==> config.mk <==
export PLATFORM = sky130hd
export DESIGN_NAME = memory_arbiter
export DESIGN_NICKNAME = d
export VERILOG_FILES = /design/src/rtl/memory_arbiter.sv
export SDC_FILE = /design/constraint.sdc
export NUM_CORES = 1
export LEC_CHECK = 0
export ABC_AREA = 1
export BUFFER_PORTS_ARGS = -buffer_cell sky130_fd_sc_hd__buf_2
export CAP_MARGIN = 20
export CORE_UTILIZATION = 37
export CTS_CLUSTER_DIAMETER = 80
export DETAILED_ROUTE_END_ITERATION = 16
export PLACE_DENSITY = 0.75
export SETUP_SLACK_MARGIN = 0.5
export SLEW_MARGIN = 20
export SYNTH_ARGS = -nofsm -noshare
export SYNTH_HDL_FRONTEND = slang
export SYNTH_SLANG_ARGS = --single-unit
==> constraint.sdc <==
create_clock -name clk -period 1.2 [get_ports clk]
set_input_delay 0 -clock clk [delete_from_list [all_inputs] [get_ports clk]]
set_output_delay 0 -clock clk [all_outputs]
set_load 0.02 [all_outputs]
==> src/rtl/memory_arbiter.sv <==
// ============================================================================
// Module   : memory_arbiter
// Brief    : Shares the single-port Hack data memory between the CPU data port
//            and the display scan-out reader, with bounded video bursts.
// Revision : 1.0 - initial release
// ============================================================================
`default_nettype none

module memory_arbiter #(
    parameter int          VID_BURST   = 4,
    parameter logic [14:0] SCREEN_BASE = 15'h4000
) (
    input  logic        clk,
    input  logic        reset,

    input  logic        cpu_req,
    input  logic        cpu_we,
    input  logic [14:0] cpu_addr,
    input  logic [15:0] cpu_wdata,
    output logic        cpu_gnt,
    output logic        cpu_rvalid,
    output logic [15:0] cpu_rdata,
    output logic        cpu_werr,

    input  logic        vid_req,
    input  logic [12:0] vid_addr,
    output logic        vid_gnt,
    output logic        vid_rvalid,
    output logic [15:0] vid_rdata,

    output logic [15:0] mem_in,
    output logic [14:0] mem_address,
    output logic        mem_load,
    input  logic [15:0] mem_out
);

    localparam logic [3:0]  c_BURST       = 4'(VID_BURST);
    localparam logic [14:0] c_WRITE_LIMIT = 15'h6000;

    logic [3:0]  r_vid_run;
    logic        w_burst_done;
    logic        w_write_ok;
    logic        w_cpu_read;
    logic        w_cpu_blocked;
    logic [14:0] w_vid_address;

    assign w_burst_done  = (r_vid_run == c_BURST);
    assign w_write_ok    = (cpu_addr < c_WRITE_LIMIT);
    assign w_vid_address = SCREEN_BASE + {2'b00, vid_addr};

    // Video normally wins a contested cycle; the CPU wins once video has
    // taken VID_BURST grants in a row while the CPU was waiting.
    always_comb begin
        cpu_gnt = 1'b0;
        vid_gnt = 1'b0;
        if (!reset) begin
            if (cpu_req && vid_req) begin
                if (w_burst_done) begin
                    cpu_gnt = 1'b1;
                end else begin
                    vid_gnt = 1'b1;
                end
            end else if (cpu_req) begin
                cpu_gnt = 1'b1;
            end else if (vid_req) begin
                vid_gnt = 1'b1;
            end
        end
    end

    assign w_cpu_read    = cpu_gnt & ~cpu_we;
    assign w_cpu_blocked = cpu_gnt &  cpu_we & ~w_write_ok;

    always_comb begin
        mem_address = cpu_addr;
        mem_in      = cpu_wdata;
        if (vid_gnt) begin
            mem_address = w_vid_address;
            mem_in      = 16'h0000;
        end
    end

    assign mem_load = cpu_gnt & cpu_we & w_write_ok;

    always_ff @(posedge clk) begin
        if (reset) begin
            r_vid_run <= 4'd0;
        end else if (cpu_gnt || !cpu_req) begin
            r_vid_run <= 4'd0;
        end else if (vid_gnt && !w_burst_done) begin
            r_vid_run <= r_vid_run + 4'd1;
        end
    end

    always_ff @(posedge clk) begin
        if (reset) begin
            cpu_rvalid <= 1'b0;
            cpu_rdata  <= 16'h0000;
            cpu_werr   <= 1'b0;
            vid_rvalid <= 1'b0;
            vid_rdata  <= 16'h0000;
        end else begin
            cpu_rvalid <= w_cpu_read;
            cpu_werr   <= w_cpu_blocked;
            vid_rvalid <= vid_gnt;
            if (w_cpu_read) begin
                cpu_rdata <= mem_out;
            end
            if (vid_gnt) begin
                vid_rdata <= mem_out;
            end
        end
    end

endmodule

`default_nettype wire

==> impl_metrics.toml <==
[clocking]
clk_pin_slew_ns = 0.08
numCtsBuffers = 5
clock_path_buffers = 2
cts_tree = "built"
cts_root_buffer = "clkbuf_8"
insertion_delay_ns = 0.31
cts_sinks = 39
cts_max_level = 2

[finish]
nFillCells = 163
final_net_count = 572
final_core_util_pct = 90.6
area_growth_pct = 136
drive_gt1_share_pct = 66.6
stdcell_count = 576
diodes = 0

[critical_path]
critPathMaxFanout = 8
cp-start-kind = "flip-flop"
reg2regPathDepth = 11
critPathCaptureType = "flip-flop"
worstSetupPathType = "reg2reg"
required_ns = 1.43
critPathCapture = "cpu_rdata[8]"
r2r_slack_ns = -0.68
r2r_end = "cpu_rdata[8]"
startpoint = "r_vid_run[0]"
cp.arrival_ns = 2.11
worst_r2r_startpoint = "r_vid_run[0]"

[routing]
ant_nets = 0
drc = 0
wl_met3_um = 1930
viasPerCell = 5.91
num_vias = 3402
wl_um = 14000
wl_met2_um = 6570
dr.pass1.iters = 6
drtIter0Drc = 438
met1Wirelength_um = 4390
detail_route.wl_per_cell_um = 24.4
highest_layer = "met5"

[power]
p_per_area_mw_per_mm2 = 866
peakVddDrop_v = 0.000681
p_leak_nw = 2.33

[run]
maxCapViolCount = 0

[grt]
grt_pass1_wl_um = 15400
grt_pass1_vias = 3058
grt-ovfl-total = 0
grt_max_degree = 33
grt_use_total_pct = 38.0
antenna_found_initial = 0

[placement]
dp_cells = 512
dp_hpwl_um = 4030
dp_worst_setup_slack_ns = -0.164
gp_congestion = 0.813
io_buffer_count = 133

[timing]
fmaxAchievable_ghz = 0.531
worst_slack_ns = -0.685
slew_headroom_pct = 70.4
layout_worst_path_cycle_share_pct = 157
tns_ns = -31.71
drv_slew = 0
tightest_slew_ns = 0.444
period_minus_slack_ns = 1.88
hold_slack_ns = 0.0332
rsz0062_at_grt = "true"
finalSetupViolCount = 70
hold_viol = 0
fin_skew_ns = 0.00886

[synthesis]
syn_inst = 310
ys_types = 23
synth_seq_area_share_pct = 39.5
syn_area_mm2 = 0.00198
synth_fp_nets = 377
yosysWarnings = 0
synth_area_per_cell_um2 = 6.37
ys_ff_latch = 39

[floorplan]
die_w_um = 75.1
ios = 134
coreArea_mm2 = 0.00514
die_area_mm2 = 0.00564
initial_core_util_pct = 38.4
row_count = 26
die_height_um = 75.1

[status]
violations = "setup timing"
status = "finished, violations left"

[min_path]
hp-class = "in2reg"
[where the power goes]
part	switching, W	total [W]	internal [W]
combinational	0.000829	0.00157	0.000739
sequential	0.0000570	0.00143	0.00137
clock	0.000513	0.00104	0.000526
[how the worst min path moves through the flow]
| stage | slack, ns | depth (start not counted) | from | endpoint |
|---|---|---|---|---|
| after CTS | 0.01 | 3 | vid_req | r_vid_run[3] |
| final | 0.03 | 3 | vid_req | r_vid_run[1] |
| after global routing | 0.02 | 3 | vid_req | r_vid_run[1] |
| after global placement | 0.26 | 3 | mem_out[3] | vid_rdata[3] |
| after detailed placement | 0.26 | 3 | mem_out[15] | vid_rdata[15] |
| after floorplan | 0.05 | 1 | cpu_addr[13] | mem_load |
[synthesized netlist by cell type, drive strengths merged]
cell type  count  area share [%]
nand2         78              15
inv           77              15
dfxtp         39              40
nor2          37             7.2
nand3         21             6.2
nand4         17             5.4
o21ai         17             4.3
buf           14             4.3
a21oi          2            0.51
clkbuf         2            0.38
ha             2             1.3
nor3           2            0.51
clkinv         1            0.19
xnor2          1            0.44
[metrics by stage]
stage,cell area (um2),power (W)
4_1_cts,4390,0.00373
2_1_floorplan,2170,0.00192
5_1_grt,4650,0.00419
6_report,4650,0.00403
3_5_place_dp,2990,0.00224
3_3_place_gp,2990,0.00223
[placed cells by master, fill, tap and decap left out, types with 6 or more instances in the layout]
cell type and n:
buf_6 80, inv_1 65, buf_2 64, nand2_1 36, dfxtp_2 36, nand2_2 33
nor2_4 19, buf_4 19, nand4_1 17, dlygate4sd3_1 16, nor2_1 12, inv_2 11
o21ai_2 10, buf_12 10, nand3_1 9, buf_16 9, nand2_4 8, nand3_2 8
clkbuf_8 7, nand3_4 6, nor2_2 6, o21ai_1 6
[repair_timing]
item                                    4_1_cts  5_1_grt
endpoints found under the setup margin      108      108
hold buffers                                 16        0
gates resized for setup                     239       50
cloned                                       11        1
pin swaps                                     8       15
buffers inserted                             19        9
endpoints found under the hold margin        16        0
[critical path: stages (launching register included)]
cell and delay, ns:
dfxtp_2 0.33, inv_2 0.06, ha_4 0.15, buf_4 0.11
buf_6 0.09, nand3_4 0.10, nand2_8 0.12, buf_6 0.14
nand3_4 0.21, nand2_2 0.24, inv_1 0.09, nor2_1 0.15
[layer usage]
| layer | vias to the layer above | GRT usage, % |
|---|---|---|
| li1 | 1320 | - |
| met1 | 1577 | 40.0 |
| met2 | 377 | 60.8 |
| met3 | 126 | 17.3 |
| met4 | 2 | 26.6 |
| met5 | - | 0 |
[registers in the layout, indices dropped and copies added, names as in the netlist]
name        flops
cpu_rdata      16
cpu_rvalid      1
cpu_werr        1
r_vid_run       4
vid_rdata      16
vid_rvalid      1
[layout make-up]
cell class / instances / area (um2) / share of cell area (%)
well taps: 70 / 87.6 / 1.88
multi-input cells: 179 / 1300 / 27.9
flip-flops and latches: 39 / 830 / 17.8
inverters: 78 / 295 / 6.34
repair buffers: 202 / 2040 / 43.9
clock buffers: 8 / 100 / 2.15
[kinds of logic (layout without fill, tap and decap cells)]
kind of cell,Yosys count,in the layout,synth area share (%)
AND/OR/NAND/NOR,155,157,34.5
buffers and inverters,94,288,19.5
flip-flops,39,39,39.5
AO/OA/AOI/OAI,19,19,4.81
adder cells (fa/ha/maj),2,2,1.27
XOR/XNOR,1,1,0.443
Power figures use the tool's default switching activity.
